File: src/rtl/pipe_stage_elastic.sv
// pipe_stage_elastic: chain of STAGES elastic register slices carrying a
// payload and a control field. Each slice has a 2-entry skid buffer and a
// registered ready, so the chain sustains one entry per cycle. Bubbles carry
// a zero control field so write-enable bits never fire on invalid slots.
// Optional feature macro: PIPE_STATS_EN adds a saturating stall counter port.
module pipe_stage_elastic #(
  parameter int DATA_W = 101,
  parameter int CTRL_W = 3,
  parameter int STAGES = 1
) (
  input  logic              clk,
  input  logic              rst,
  input  logic              flush,
  input  logic              in_valid,
  output logic              in_ready,
  input  logic [DATA_W-1:0] in_data,
  input  logic [CTRL_W-1:0] in_ctrl,
  output logic              out_valid,
  input  logic              out_ready,
  output logic [DATA_W-1:0] out_data,
  output logic [CTRL_W-1:0] out_ctrl
`ifdef PIPE_STATS_EN
  ,
  output logic [31:0]       stall_cnt
`endif
);

  typedef enum logic [1:0] {
    EMPTY = 2'd0,
    ONE   = 2'd1,
    FULL  = 2'd2
  } slice_state_t;

  // Link k is the input side of slice k; link STAGES is the block output.
  logic              link_v_s [STAGES+1];
  logic              link_r_s [STAGES+1];
  logic [DATA_W-1:0] link_d_s [STAGES+1];
  logic [CTRL_W-1:0] link_c_s [STAGES+1];

  assign link_v_s[0]      = in_valid;
  assign link_d_s[0]      = in_data;
  assign link_c_s[0]      = in_ctrl;
  assign link_r_s[STAGES] = out_ready;

  assign in_ready  = link_r_s[0];
  assign out_valid = link_v_s[STAGES];
  assign out_data  = link_d_s[STAGES];
  assign out_ctrl  = link_c_s[STAGES];

  for (genvar k = 0; k < STAGES; k++) begin : g_slice
    slice_state_t      state_r;
    logic              main_v_r;
    logic              rdy_r;
    logic [DATA_W-1:0] main_d_r;
    logic [CTRL_W-1:0] main_c_r;
    logic [DATA_W-1:0] skid_d_r;
    logic [CTRL_W-1:0] skid_c_r;
    logic              acc_s;
    logic              take_s;

    assign acc_s  = link_v_s[k] & rdy_r;
    assign take_s = main_v_r & link_r_s[k+1];

    assign link_v_s[k+1] = main_v_r;
    assign link_d_s[k+1] = main_d_r;
    assign link_c_s[k+1] = main_c_r;
    assign link_r_s[k]   = rdy_r;

    // Slice state machine: main/skid occupancy, registered ready, zeroed ctrl on bubbles.
    always_ff @(posedge clk) begin
      if (rst) begin
        state_r  <= EMPTY;
        main_v_r <= 1'b0;
        rdy_r    <= 1'b1;
        main_d_r <= '0;
        main_c_r <= '0;
        skid_d_r <= '0;
        skid_c_r <= '0;
      end else if (flush) begin
        // Data holds its last value; only validity and ctrl are cleared.
        state_r  <= EMPTY;
        main_v_r <= 1'b0;
        rdy_r    <= 1'b1;
        main_c_r <= '0;
      end else begin
        case (state_r)
          EMPTY: begin
            if (acc_s) begin
              state_r  <= ONE;
              main_v_r <= 1'b1;
              main_d_r <= link_d_s[k];
              main_c_r <= link_c_s[k];
            end
          end
          ONE: begin
            if (take_s && acc_s) begin
              main_d_r <= link_d_s[k];
              main_c_r <= link_c_s[k];
            end else if (take_s) begin
              state_r  <= EMPTY;
              main_v_r <= 1'b0;
              main_c_r <= '0;
            end else if (acc_s) begin
              state_r  <= FULL;
              rdy_r    <= 1'b0;
              skid_d_r <= link_d_s[k];
              skid_c_r <= link_c_s[k];
            end
          end
          FULL: begin
            // Ready is low here, so only the drain needs handling.
            if (take_s) begin
              state_r  <= ONE;
              rdy_r    <= 1'b1;
              main_d_r <= skid_d_r;
              main_c_r <= skid_c_r;
            end
          end
          default: begin
            state_r  <= EMPTY;
            main_v_r <= 1'b0;
            rdy_r    <= 1'b1;
            main_c_r <= '0;
          end
        endcase
      end
    end
  end

`ifdef PIPE_STATS_EN
  logic [31:0] stall_cnt_r;

  // Count cycles where upstream offers an entry the block cannot take; saturate at max.
  always_ff @(posedge clk) begin
    if (rst) begin
      stall_cnt_r <= 32'd0;
    end else if (in_valid && !in_ready && (stall_cnt_r != 32'hFFFF_FFFF)) begin
      stall_cnt_r <= stall_cnt_r + 32'd1;
    end else begin
      stall_cnt_r <= stall_cnt_r;
    end
  end

  assign stall_cnt = stall_cnt_r;
`endif

endmodule

File: config.mk
export PLATFORM = sky130hd
export DESIGN_NAME = pipe_stage_elastic
export DESIGN_NICKNAME = d
export VERILOG_FILES = /design/src/rtl/pipe_stage_elastic.sv
export SDC_FILE = /design/constraint.sdc
export NUM_CORES = 1
export LEC_CHECK = 0
export BUFFER_PORTS_ARGS = -buffer_cell sky130_fd_sc_hd__buf_2
export CAP_MARGIN = 20
export CORE_MARGIN = 2
export CORE_UTILIZATION = 57
export CTS_CLUSTER_SIZE = 10
export DETAILED_ROUTE_END_ITERATION = 8
export GPL_TIMING_DRIVEN = 0
export PLACE_DENSITY = 0.92
export SETUP_SLACK_MARGIN = 0.02
export SLEW_MARGIN = 10
export SYNTH_ARGS = -nofsm -noshare
export SYNTH_HDL_FRONTEND = slang
export SYNTH_SLANG_ARGS = --single-unit
File: constraint.sdc
create_clock -name clk -period 2.5 [get_ports clk]
set_input_delay 0.375 -clock clk [delete_from_list [all_inputs] [get_ports clk]]
set_output_delay 0.375 -clock clk [all_outputs]
set_load 0.01 [all_outputs]
# Word level (Yosys, flattened, before mapping)
# Index checks and enable logic that the tools add are counted.
[word_totals]
inputBits = 109
register_bits = 212
out_inout_bits = 106
word_cells = 59
[classes]
n_reduce_logical = 10
n_mux = 24
bitwise_logic = 7
eq_ne = 11
[op_table]
columns = ["op", "n"]
rows = [
  ["two-way mux 101 bit", 3],
  ["case mux 101 bit (3 select lines)", 1],
  ["AND reduction 5 bit", 3],
  ["inequality test 2 bit (second input constant)", 7],
  ["two-way mux 3 bit", 4],
  ["two-way mux 2 bit", 5],
  ["case mux 3 bit (3 select lines)", 1],
  ["AND reduction 4 bit", 2],
  ["two-way mux 1 bit", 7],
  ["inequality test 3 bit (second input constant)", 2],
  ["case mux 1 bit (3 select lines)", 2],
  ["case mux 2 bit (3 select lines)", 1],
  ["NOT 1 bit", 5],
  ["AND reduction 3 bit", 1],
  ["nonzero test 3 bit", 1],
  ["AND 1 bit", 2],
  ["== test 2 x 1 -> 1 bit (second input constant)", 1],
  ["== test 2 bit (second input constant)", 1],
  ["zero test 2 bit", 1],
  ["OR reduction 2 bit", 1],
  ["logical AND 1 bit", 1],
]

# Logic depth before layout (Yosys ltp)
[depth]
depth_word = 5
mapped_depth = 7
mapped_depth_nobuf = 4

# Worst setup path before layout
# Ideal clock, no wire load.
[synth_timing]
path_kind = "register to register"
startpoint = "register g_slice[0].main_v_r (netlist: out_valid)"
endpoint = "register g_slice[0].skid_d_r[40]"
setup_ns = 0.132
arrival_ns = 1.444
n_path_buf = 3
path_stages_with_launch = 8
required_ns = 2.368
synth_period_minus_slack_ns = 1.576
setup_slack_ns = 0.924
cell_sequence = "dfxtp_1 a21bo_2 or3_1 buf_2 buf_6 buf_6 nand2_1 a21oi_1"
[synth_between]
elab_chain_len = 4
elab_cells_between_ends = 5
classes_between = "bitwise (3); reduce/logical (2)"
[synth_rtl]
columns = ["item", "line_no", "source"]
rows = [
  ["start, declared", "52", "logic main_v_r;"],
  ["start signal, assigned", "73", "main_v_r <= 1'b0;"],
  ["start signal, assigned", "82", "main_v_r <= 1'b0;"],
  ["start signal, assigned", "90", "main_v_r <= 1'b1;"],
  ["AND 1 bit *", "62", "assign take_s = main_v_r & link_r_s[k+1];"],
  ["logical AND 1 bit", "96", "if (take_s && acc_s) begin"],
  ["NOT 1 bit (no source line)", "-", ""],
  ["AND reduction 5 bit (no source line) *", "-", ""],
  ["end signal, assigned", "106", "skid_d_r <= link_d_s[k];"],
  ["end, declared", "56", "logic [DATA_W-1:0] skid_d_r;"],
]
# Mark *: on every way between the ends. The rest lies on a longest branch, timed or not.
# A chain may end at the register's enable or synchronous reset.

# Worst setup path after layout
[layout_timing]
startpoint = "register g_slice[0].main_v_r (netlist: out_valid)"
endpoint = "register g_slice[0].skid_d_r[82]"
# Same word-level chain as after synthesis.

==> qor.csv <==
stage;metric;value;unit
final_layout;final_cell_mix;buf_2, nand2_1, dfxtp_1;
floorplan;top_level_ports;215;
clock_tree;cts_resized;0;
min_path;holdCritPathClass;primary input to flop;
grt;grt_pass1_wl;38.7;mm
logic_synthesis;synth_seq_cells;212;
critical_path;path_class;flop to flop;
grt;grt_use_total;29.2;%
power_and_ir_drop;ir_drop;0.523;mV
clock_tree;cts_made_buffers;25;
critical_path;endpoint_kind;flop;
final_layout;fin_nets;1327;
clock_tree;cts.hold.buffers_added;0;
flow_run;maxCapViolations;0;
sta;hold_viol;0;
clock_tree;cts_tree;done;
place;pre_cts_ws;0.322;ns
clock_tree;clkTransAtPathRegs;0.05;ns
sta;rsz0062_at_grt;false;
critical_path;worstPathMaxFanout;10;
grt;grt_pass1_vias;7894;
detailed_routing;drcViolationCount;0;
detailed_routing;drt-initial-drc-count;709;
sta;worst_pin_slew;0.841;ns
floorplan;die_x;128;microns
logic_synthesis;synth_area;8760;sq um
sta;slew_headroom;43.9;%
floorplan;dieArea;16400;sq um
floorplan;coreArea;15100;sq um
logic_synthesis;syn-num-nets;1087;
place;place_congestion;0.897;
grt;antenna_found_initial;1;
final_layout;layout_commonest_cell;buf_2;
floorplan;initial_utilization;58.1;%
final_layout;fill_cells;1135;
logic_synthesis;yosysWarnings;0;
grt;grt_max_degree;13;
clock_tree;clk_path_buf_depth;3;
sta;report.final.slew_viol_count;0;
logic_synthesis;ys_seq_area_share;48.4;%
place;io_buffers;213;
power_and_ir_drop;power_density;709;nW/um^2
sta;fin_tns_setup;0;ns
detailed_routing;totalWireLength;24.6;mm
floorplan;rows;45;
critical_path;crit_path_start_kind;flop;
critical_path;r2r_slack;0.50;ns
floorplan;die_h;128;microns
power_and_ir_drop;p_leak;4.83;nW
sta;fin_crit;2.00;ns
logic_synthesis;syn_inst;978;
sta;skew;0.0214;ns
sta;timing.fmax;0.499;GHz
detailed_routing;drtAntennaViolNets;0;
clock_tree;clk_latency;0.51;ns
status;status;finished clean;
logic_synthesis;synth_area_per_cell;8.96;sq um
detailed_routing;wl_per_cell;17.5;microns
clock_tree;htree_levels;1;
final_layout;syn_to_final_growth;22.3;%
clock_tree;cts_sinks;212;
place;dp_hpwl;17.1;mm
clock_tree;root_buffer;clkbuf_16;
final_layout;drive_gt1_share;24.1;%
final_layout;final_cells;1410;
detailed_routing;dr.pass1.iters;5;
sta;fin_ws;0.496;ns
place;place_inst;1379;
sta;setup_viol;0;
critical_path;cp_data_arrival_time;2.44;ns
sta;period_share;80.2;%
grt;grt-ovfl-total;0;
detailed_routing;num_vias;8494;
logic_synthesis;synth_cell_types;33;
critical_path;critical_path_required;2.93;ns
clock_tree;post_cts_buffers;0;
detailed_routing;avgViaCountPerCell;6.02;
## synthesized netlist by cell type
library cell	number	area, sq um
nand2_1	214	803
dfxtp_1	212	4240
a21oi_1	210	1050
mux2i_1	102	1020
a311oi_1	101	885
clkbuf_1	54	203
buf_2	34	170
buf_4	9	67.6
buf_6	7	78.8
nor2_1	4	15.0
nor2b_1	3	18.8
nor3_1	3	15.0
a221oi_1	2	17.5
inv_1	2	7.51
o21a_1	2	15.0
o22ai_1	2	12.5
a21bo_2	1	10.0
a21boi_1	1	7.51
a22oi_1	1	7.51
and2_1	1	6.26
nand2b_1	1	6.26
nand3_1	1	5.00
nand3b_1	1	7.51
nand3b_2	1	11.3
nand4_1	1	6.26
nor3_2	1	10.0
o21bai_1	1	7.51
o22ai_2	1	12.5
o2bb2ai_1	1	8.76
o32ai_1	1	8.76
or2_1	1	6.26
or3_1	1	6.26
xnor2_1	1	8.76
## critical path, cell delays in order (launching register included)
cell and delay (ns):
dfxtp_1 0.40, a21bo_2 0.25, nor3_2 0.39, buf_2 0.35, buf_2 0.27, nand2_1 0.09, a21oi_1 0.15
## stage by stage
stage	instance area [sq um]	utilization, %	hold slack, ns	power (mW)
detailed placement	10100	66.7	0.446	4.59
floorplan	8760	-	0.436	4.20
CTS	10700	71.0	0.0967	7.61
global route	10700	71.0	0.111	7.87
finish	10700	71.0	0.110	7.60
global placement	10100	66.7	0.440	4.56
## sequential cells by signal (all words and copies together), names as in the netlist
name and count:
out_valid 1, in_ready 1, out_data 101, g_slice.skid_c_r 3, g_slice.skid_d_r 101, out_ctrl 3
g_slice.state_r 2
## power by group
part / switching [mW] / leakage (nW) / internal (mW)
sequential: 0.0830 / 1.73 / 3.53
clock: 1.28 / 0.316 / 1.77
combinational: 0.562 / 2.78 / 0.368
## worst paths after layout
| path | start | end | depth (start not counted) |
|---|---|---|---|
| worst min register to register | g_slice[0].skid_d_r[49]$_SDFFE_PP0P_ | g_slice[0].skid_d_r[49]$_SDFFE_PP0P_ | 2 |
| worst max register to register | out_valid$_SDFFE_PP0P_ | g_slice[0].skid_d_r[82]$_SDFFE_PP0P_ | 6 |
| worst max-delay path | out_valid$_SDFFE_PP0P_ | g_slice[0].skid_d_r[82]$_SDFFE_PP0P_ | 6 |
| worst min-delay path | in_data[40] | g_slice[0].skid_d_r[40]$_SDFFE_PP0P_ | 3 |
## cells by family (layout without fill, tap and decap cells)
kind of cell | Yosys count | count (layout) | synth area share (%)
compound gates | 324 | 324 | 23.3
flops | 212 | 212 | 48.4
buf+inv | 106 | 349 | 6.01
other cells | 0 | 1 | 0
simple gates | 233 | 233 | 10.5
mux | 102 | 102 | 11.7
xor+xnor | 1 | 1 | 0.100
## cell type report
cell class	count	area, sq um	share of cell area, %
flip-flops and latches	212	4240	39.6
multi-input cells	660	3990	37.2
repair buffers	213	1070	9.95
clock buffers	28	637	5.94
plain buffers	104	519	4.84
well taps	188	235	2.19
clock inverters	2	16.3	0.152
inverters	2	7.51	0.0700
diodes	1	2.50	0.0233
## metal layers
| metal | vias up | global-route usage (%) | routed length, microns |
|---|---|---|---|
| met4 | 0 | 13.4 | 1130 |
| met5 | - | 0 | 0 |
| met2 | 427 | 49.7 | 11900 |
| met3 | 99 | 3.96 | 1850 |
| met1 | 3965 | 36.9 | 9800 |
| li1 | 4003 | - | - |
Power figures use the tool's default switching activity.
